$ cat src/rtl/dmem_arbiter.sv
// Two-port round-robin arbiter in front of a single-port data memory.
// One transaction in flight at a time: IDLE -> ISSUE -> (WAIT) -> RESP -> IDLE.
module dmem_arbiter #(
    parameter int ADDR_W = 7,
    parameter int DATA_W = 64,
    parameter int DEPTH  = 100,
    parameter int RD_LAT = 1
) (
    input  logic              clk_in,
    input  logic              reset,
    input  logic              m0_req,
    input  logic              m0_we,
    input  logic [ADDR_W-1:0] m0_addr,
    input  logic [DATA_W-1:0] m0_wdata,
    output logic              m0_gnt,
    output logic              m0_rvalid,
    output logic [DATA_W-1:0] m0_rdata,
    output logic              m0_err,
    input  logic              m1_req,
    input  logic              m1_we,
    input  logic [ADDR_W-1:0] m1_addr,
    input  logic [DATA_W-1:0] m1_wdata,
    output logic              m1_gnt,
    output logic              m1_rvalid,
    output logic [DATA_W-1:0] m1_rdata,
    output logic              m1_err,
    output logic              mem_en,
    output logic              mem_we,
    output logic [ADDR_W-1:0] mem_addr,
    output logic [DATA_W-1:0] mem_wdata,
    input  logic [DATA_W-1:0] mem_rdata
);

    localparam logic [1:0] S_IDLE  = 2'd0;
    localparam logic [1:0] S_ISSUE = 2'd1;
    localparam logic [1:0] S_WAIT  = 2'd2;
    localparam logic [1:0] S_RESP  = 2'd3;

    localparam logic [ADDR_W:0] DEPTH_X = (ADDR_W+1)'(DEPTH);
    localparam logic [2:0]      LAT_M1  = 3'(RD_LAT - 1);

    logic [1:0]        r_state;
    logic              r_prio;
    logic              r_owner;
    logic              r_we;
    logic              r_err;
    logic [2:0]        r_cnt;
    logic [1:0]        r_gnt;
    logic [1:0]        r_rvalid;
    logic [1:0]        r_err_o;
    logic [DATA_W-1:0] r_rdata0;
    logic [DATA_W-1:0] r_rdata1;
    logic              r_mem_en;
    logic              r_mem_we;
    logic [ADDR_W-1:0] r_mem_addr;
    logic [DATA_W-1:0] r_mem_wdata;

    logic              w_any;
    logic              w_pick;
    logic              w_we;
    logic [ADDR_W-1:0] w_addr;
    logic [DATA_W-1:0] w_wdata;
    logic              w_legal;
    logic [1:0]        w_own_oh;

    // With both requesting, the priority pointer decides; otherwise the lone requester wins.
    assign w_any    = m0_req | m1_req;
    assign w_pick   = (m0_req & m1_req) ? r_prio : m1_req;
    assign w_we     = w_pick ? m1_we    : m0_we;
    assign w_addr   = w_pick ? m1_addr  : m0_addr;
    assign w_wdata  = w_pick ? m1_wdata : m0_wdata;
    assign w_legal  = {1'b0, w_addr} < DEPTH_X;
    assign w_own_oh = r_owner ? 2'b10 : 2'b01;

    always_ff @(posedge clk_in) begin
        if (!reset) begin
            r_state     <= S_IDLE;
            r_prio      <= 1'b0;
            r_owner     <= 1'b0;
            r_we        <= 1'b0;
            r_err       <= 1'b0;
            r_cnt       <= '0;
            r_gnt       <= '0;
            r_rvalid    <= '0;
            r_err_o     <= '0;
            r_rdata0    <= '0;
            r_rdata1    <= '0;
            r_mem_en    <= 1'b0;
            r_mem_we    <= 1'b0;
            r_mem_addr  <= '0;
            r_mem_wdata <= '0;
        end else begin
            // Every output is a single-cycle pulse; default them low each cycle.
            r_gnt       <= '0;
            r_rvalid    <= '0;
            r_err_o     <= '0;
            r_rdata0    <= '0;
            r_rdata1    <= '0;
            r_mem_en    <= 1'b0;
            r_mem_we    <= 1'b0;
            r_mem_addr  <= '0;
            r_mem_wdata <= '0;
            case (r_state)
                S_IDLE: begin
                    if (w_any) begin
                        r_owner <= w_pick;
                        r_we    <= w_we;
                        r_err   <= ~w_legal;
                        r_gnt   <= w_pick ? 2'b10 : 2'b01;
                        r_prio  <= ~w_pick;
                        if (w_legal) begin
                            r_mem_en    <= 1'b1;
                            r_mem_we    <= w_we;
                            r_mem_addr  <= w_addr;
                            r_mem_wdata <= w_wdata;
                        end
                        r_state <= S_ISSUE;
                    end
                end
                S_ISSUE: begin
                    if (!r_we && !r_err) begin
                        r_cnt   <= LAT_M1;
                        r_state <= S_WAIT;
                    end else begin
                        r_rvalid <= w_own_oh;
                        r_err_o  <= r_err ? w_own_oh : 2'b00;
                        r_state  <= S_RESP;
                    end
                end
                S_WAIT: begin
                    if (r_cnt == 3'd0) begin
                        r_rvalid <= w_own_oh;
                        if (r_owner) r_rdata1 <= mem_rdata;
                        else         r_rdata0 <= mem_rdata;
                        r_state  <= S_RESP;
                    end else begin
                        r_cnt <= r_cnt - 3'd1;
                    end
                end
                default: r_state <= S_IDLE;
            endcase
        end
    end

    assign m0_gnt    = r_gnt[0];
    assign m1_gnt    = r_gnt[1];
    assign m0_rvalid = r_rvalid[0];
    assign m1_rvalid = r_rvalid[1];
    assign m0_err    = r_err_o[0];
    assign m1_err    = r_err_o[1];
    assign m0_rdata  = r_rdata0;
    assign m1_rdata  = r_rdata1;
    assign mem_en    = r_mem_en;
    assign mem_we    = r_mem_we;
    assign mem_addr  = r_mem_addr;
    assign mem_wdata = r_mem_wdata;

endmodule

$ cat config.mk
export PLATFORM = sky130hd
export DESIGN_NAME = dmem_arbiter
export DESIGN_NICKNAME = d
export VERILOG_FILES = /design/src/rtl/dmem_arbiter.sv
export SDC_FILE = /design/constraint.sdc
export NUM_CORES = 1
export LEC_CHECK = 0
export CAP_MARGIN = 20
export CORE_AREA = 2 2 163 165
export DETAILED_ROUTE_END_ITERATION = 10
export DIE_AREA = 0 0 165 167
export PLACE_DENSITY = 0.61
export SYNTH_ARGS = -nofsm -noshare
export SYNTH_HDL_FRONTEND = slang
export SYNTH_SLANG_ARGS = --single-unit
$ cat constraint.sdc
create_clock -name clk_in -period 3 [get_ports clk_in]
set_input_delay 0.9 -clock clk_in [delete_from_list [all_inputs] [get_ports clk_in]]
set_output_delay 0.9 -clock clk_in [all_outputs]
set_load 0.05 [all_outputs]
Word-level counts from Yosys, hierarchy flattened
Cells that the tools add are included.
{ "word_totals": {"reg_bits": 216, "output_inout_bits": 207, "inputBits": 212, "wordCells": 63} }
{ "classes": {"reduce_logical": 14, "n_mux": 17, "eq_ne": 6, "add_sub_neg": 1, "order_cmp": 1, "bitwise_logic": 9} }
{ "op_table": {"columns": ["cell", "n"], "rows": [
  ["$mux 64", 1],
  ["$mux 2", 6],
  ["$ne 2x2->1 const B", 4],
  ["$reduce_and 4->1", 2],
  ["$reduce_or 4->1", 2],
  ["$lt 7x7->1 const B", 1],
  ["$mux 7", 1],
  ["$not 1->1", 7],
  ["$mux 3", 2],
  ["$pmux 2 s3", 1],
  ["$pmux 3 s2", 1],
  ["$reduce_and 3->1", 2],
  ["$mux 1", 4],
  ["$pmux 2 s2", 1],
  ["$reduce_and 2->1", 2],
  ["$logic_not 3->1", 1],
  ["$sub 3x1->3 const B", 1],
  ["$eq 2x1->1 const B", 1],
  ["$eq 2x2->1 const B", 1],
  ["$logic_not 1->1", 2],
  ["$logic_not 2->1", 1],
  ["$reduce_bool 2->1", 1],
  ["$and 1x1->1", 1],
  ["$logic_and 1x1->1", 1],
  ["$or 1x1->1", 1]
]} }

Depth between registers and ports, before layout
{ "logic_depth": {"word_depth": 5, "ltp_mapped": 7} }

Worst setup path before layout
Ideal clock, no wire load.
{ "synth_path": {"path_type": "input-to-reg", "startpoint": "in m0_addr[4]", "endpoint": "reg r_mem_wdata[8], in the netlist mem_wdata[8]", "path_slack_ps": 1104, "path_stages": 4, "arrival_time_ps": 1826, "setup_ps": 70, "path_cell_list": "o311ai_4 -> buf_6 -> o211ai_1 -> a21oi_1"} }
{ "synth_between": {"elab_chain_cells": 3} }
{ "synth_lines": {"columns": ["element", "line", "text"], "rows": [
  ["from (decl)", "13", "input logic [ADDR_W-1:0] m0_addr,"],
  ["$mux 7", "70", "assign w_addr = w_pick ? m1_addr : m0_addr;"],
  ["$lt 7x7->1", "72", "assign w_legal = {1'b0, w_addr} < DEPTH_X;"],
  ["$reduce_and 4->1 (no line)", null, null],
  ["to (signal assigned)", "115", "r_mem_wdata <= w_wdata;"],
  ["to (decl)", "56", "logic [DATA_W-1:0] r_mem_wdata;"]
]} }
No other way between the ends.
A chain may end at the register's enable or synchronous reset.

Final worst setup path
{ "layout_path": {"startpoint": "reg r_mem_wdata[41], in the netlist mem_wdata[41]", "endpoint": "out mem_wdata[41]"} }
{ "layout_rtl": {"columns": ["element", "line", "text"], "rows": [
  ["to (decl)", "30", "output logic [DATA_W-1:0] mem_wdata,"]
]} }
No word-level cell between the ends.

==> results.yml <==
sta:
  layout_min_cycle_time_ns: 2.61
  relSlewSlack: 0.577
  rsz0062_at_grt: "false"
  finClkSkew_ns: 0.0131
  tightest_slew_ns: 0.632
  finalCritPeriodShare: 0.869
  clock.fmax_mhz: 384
  final_hold_viol_count: 0
  setup_tns_ns: 0
  finalWorstSetupSlack_ns: 0.393
  setup_viol: 0
  slew_viol_final: 0
hold_path:
  hold_path_class: "reg -> reg"
drt:
  drc: 0
  drt_first_iter_violations: 342
  wl_mm: 25.8
  dr.pass1.iters: 6
  viasPerCell: 4.67
  antenna_left: 0
  wl_per_cell_um: 17.9
  via_count: 6723
grt:
  overflow: 0
  grt_usage: 0.175
  antenna_found_initial: 1
  grt_pass1_vias: 6715
  grt_first_pass_wirelength_mm: 37.8
  grt_max_degree: 74
die:
  die_h_um: 167
  row_count: 59
  die_w_um: 165
  ios: 419
  dieArea_um2: 27600
  core-area_um2: 25800
  start_util: 0.283
place:
  pre_cts_slack_ns: 0.413
  dp_hpwl_mm: 19.0
  port-buffer-count: 418
  dpl.cell_count: 1396
  place_congestion: 0.867
clocking:
  cts_tree: "yes"
  worstSkewPairLatency_ns: 0.51
  cts_root_buf: "clkbuf_16"
  clk_pin_slew_worst_paths_ns: 0.06
  htreeDepth: 1
  holdBufCountCts: 0
  cts_sinks: 216
  cts_resized: 0
  cts_buffer_depth: 3
  cts_inserted_buffers: 24
  cts_setup_buffers: 0
critical_path:
  r2r-start: "r_state[0]"
  critPathKind: "reg -> out"
  critical_path.endpoint_type: "primary output"
  path_buf_inv: 1
  cp_top_family: "buffers and inverters"
  path_cells: "clkdlybuf4s50_1"
  cp_data_required_time_ns: 2.10
  setup.worst_path.start: "mem_wdata[41]"
  cp.depth: 1
  critPathSlowestCell: "clkdlybuf4s50_1"
  cpPeakStageDelay_ns: 0.89
  cp.arrival_ns: 1.71
  cp-start-kind: "flip-flop"
  r2r_cells: 6
  ff2ff_setup_slack_ns: 1.19
  r2r_end: "mem_wdata[1]"
  cp_max_fo: 1
  crit_end: "mem_wdata[41]"
pwr:
  leakagePower_nw: 4.68
  p_per_area_nw_per_um2: 732
  ir_drop_v: 0.000453
synth:
  netlist_area_um2: 7290
  syn_nets: 911
  synthDominantCellAreaShare: 0.593
  synthTopCellsByArea: "dfxtp_1 59%, and2_1 11%, o211ai_1 6.6%"
  yosys_warnings: 0
  yosysTopAreaCell: "dfxtp_1"
  syn_avg_cell_area_um2: 10.5
  seq_area_frac_synth: 0.593
  synth_seq_cells: 216
  synthDistinctLibCells: 30
  synth_cells: 693
final_layout:
  drive_gt1_frac: 0.0706
  final_cell_mix: "417 x clkdlybuf4s50_1, 216 x dfxtp_1, 128 x and2_1"
  layout.cells.non_filler: 1440
  syn2layout_area_growth_pct: 75.4
  mostFrequentLayoutCell: "clkdlybuf4s50_1"
  n_antenna_cell: 0
  finalNetCount: 1305
job:
  cap_viol_max_count: 0
outcome:
  status: "finished, final reports clean"
==> power by group <==
| part | switching (mW) | internal (mW) | total [mW] |
|---|---|---|---|
| Combinational | 1.71 | 1.02 | 2.74 |
| Sequential | 0.105 | 3.17 | 3.27 |
| Clock | 1.18 | 2.18 | 3.36 |
| Total | 2.99 | 6.37 | 9.37 |
==> final cells by class <==
type                       instances  area (um2)
fill                            2393       13000
timing repair buffer             436        4460
sequential                       216        4320
multi-input combinational        402        2630
clock buffer                      33         716
tap                              335         419
clock inverter                    11         210
inverter                           7        26.3
==> stage by stage <==
| stage | total power [mW] | utilization | hold slack [ns] | area (um2) |
|---|---|---|---|---|
| 3_5_place_dp | 6.09 | 0.461 | 0.464 | 11900 |
| 5_1_grt | 9.75 | 0.497 | 0.497 | 12800 |
| 3_3_place_gp | 6.08 | 0.461 | 0.456 | 11900 |
| 2_1_floorplan | 4.95 | - | 0.443 | 7290 |
| 4_1_cts | 9.48 | 0.497 | 0.475 | 12800 |
| 6_report | 9.37 | 0.497 | 0.468 | 12800 |
==> synth_stat cells <==
cell	count
buf_6	7
o22ai_1	1
a31oi_1	1
o31a_1	1
o32ai_1	2
buf_2	20
clkbuf_4	1
nand3_1	3
inv_1	7
a2111o_1	1
o311ai_4	2
nor2b_1	2
a21oi_1	77
dfxtp_1	216
a21bo_2	1
o211ai_1	64
nand4_1	72
clkbuf_1	40
o211ai_2	8
o21a_1	4
nand2_1	8
ha_1	6
o211a_1	1
nor2_1	7
nand2b_1	2
nor3_1	3
nor3b_1	2
and2_1	128
o21ai_0	5
a311oi_1	1
==> state kept, by name, summed over array words and instances, names as in the netlist <==
signal	cells
mem_we	1
m1_rdata	64
r_we	1
r_err	1
mem_en	1
r_owner	1
mem_wdata	64
r_cnt	3
r_rvalid	2
m0_rdata	64
mem_addr	7
r_prio	1
r_err_o	2
r_state	2
r_gnt	2
==> kinds of logic (layout without fill, tap and decap cells) <==
family          after synthesis  count (layout)  synth area share
compound gates              169             169             0.158
fa+ha+maj                     6               6            0.0103
buf+inv                      75             487            0.0498
flops                       216             216             0.593
simple gates                227             227             0.189
==> per-layer routing <==
| layer | vias to the layer above | GRT usage | share of wire |
|---|---|---|---|
| li1 | 3245 | - | - |
| met3 | 42 | 0.0663 | 0.11 |
| met4 | 0 | 0.0590 | 0.029 |
| met2 | 350 | 0.310 | 0.49 |
| met1 | 3086 | 0.191 | 0.38 |
| met5 | - | 0 | 0 |
==> how the worst min path moves through the flow <==
stage / from / to / slack [ns] / cells past startpoint
finish: r_owner / r_owner / 0.47 / 2
global route: r_owner / r_owner / 0.50 / 2
CTS: r_owner / r_owner / 0.47 / 2
detailed placement: r_owner / r_owner / 0.46 / 2
global placement: r_owner / r_owner / 0.46 / 2
floorplan: r_err / r_err_o[0] / 0.44 / 2
(Power assumes the default switching activity.)
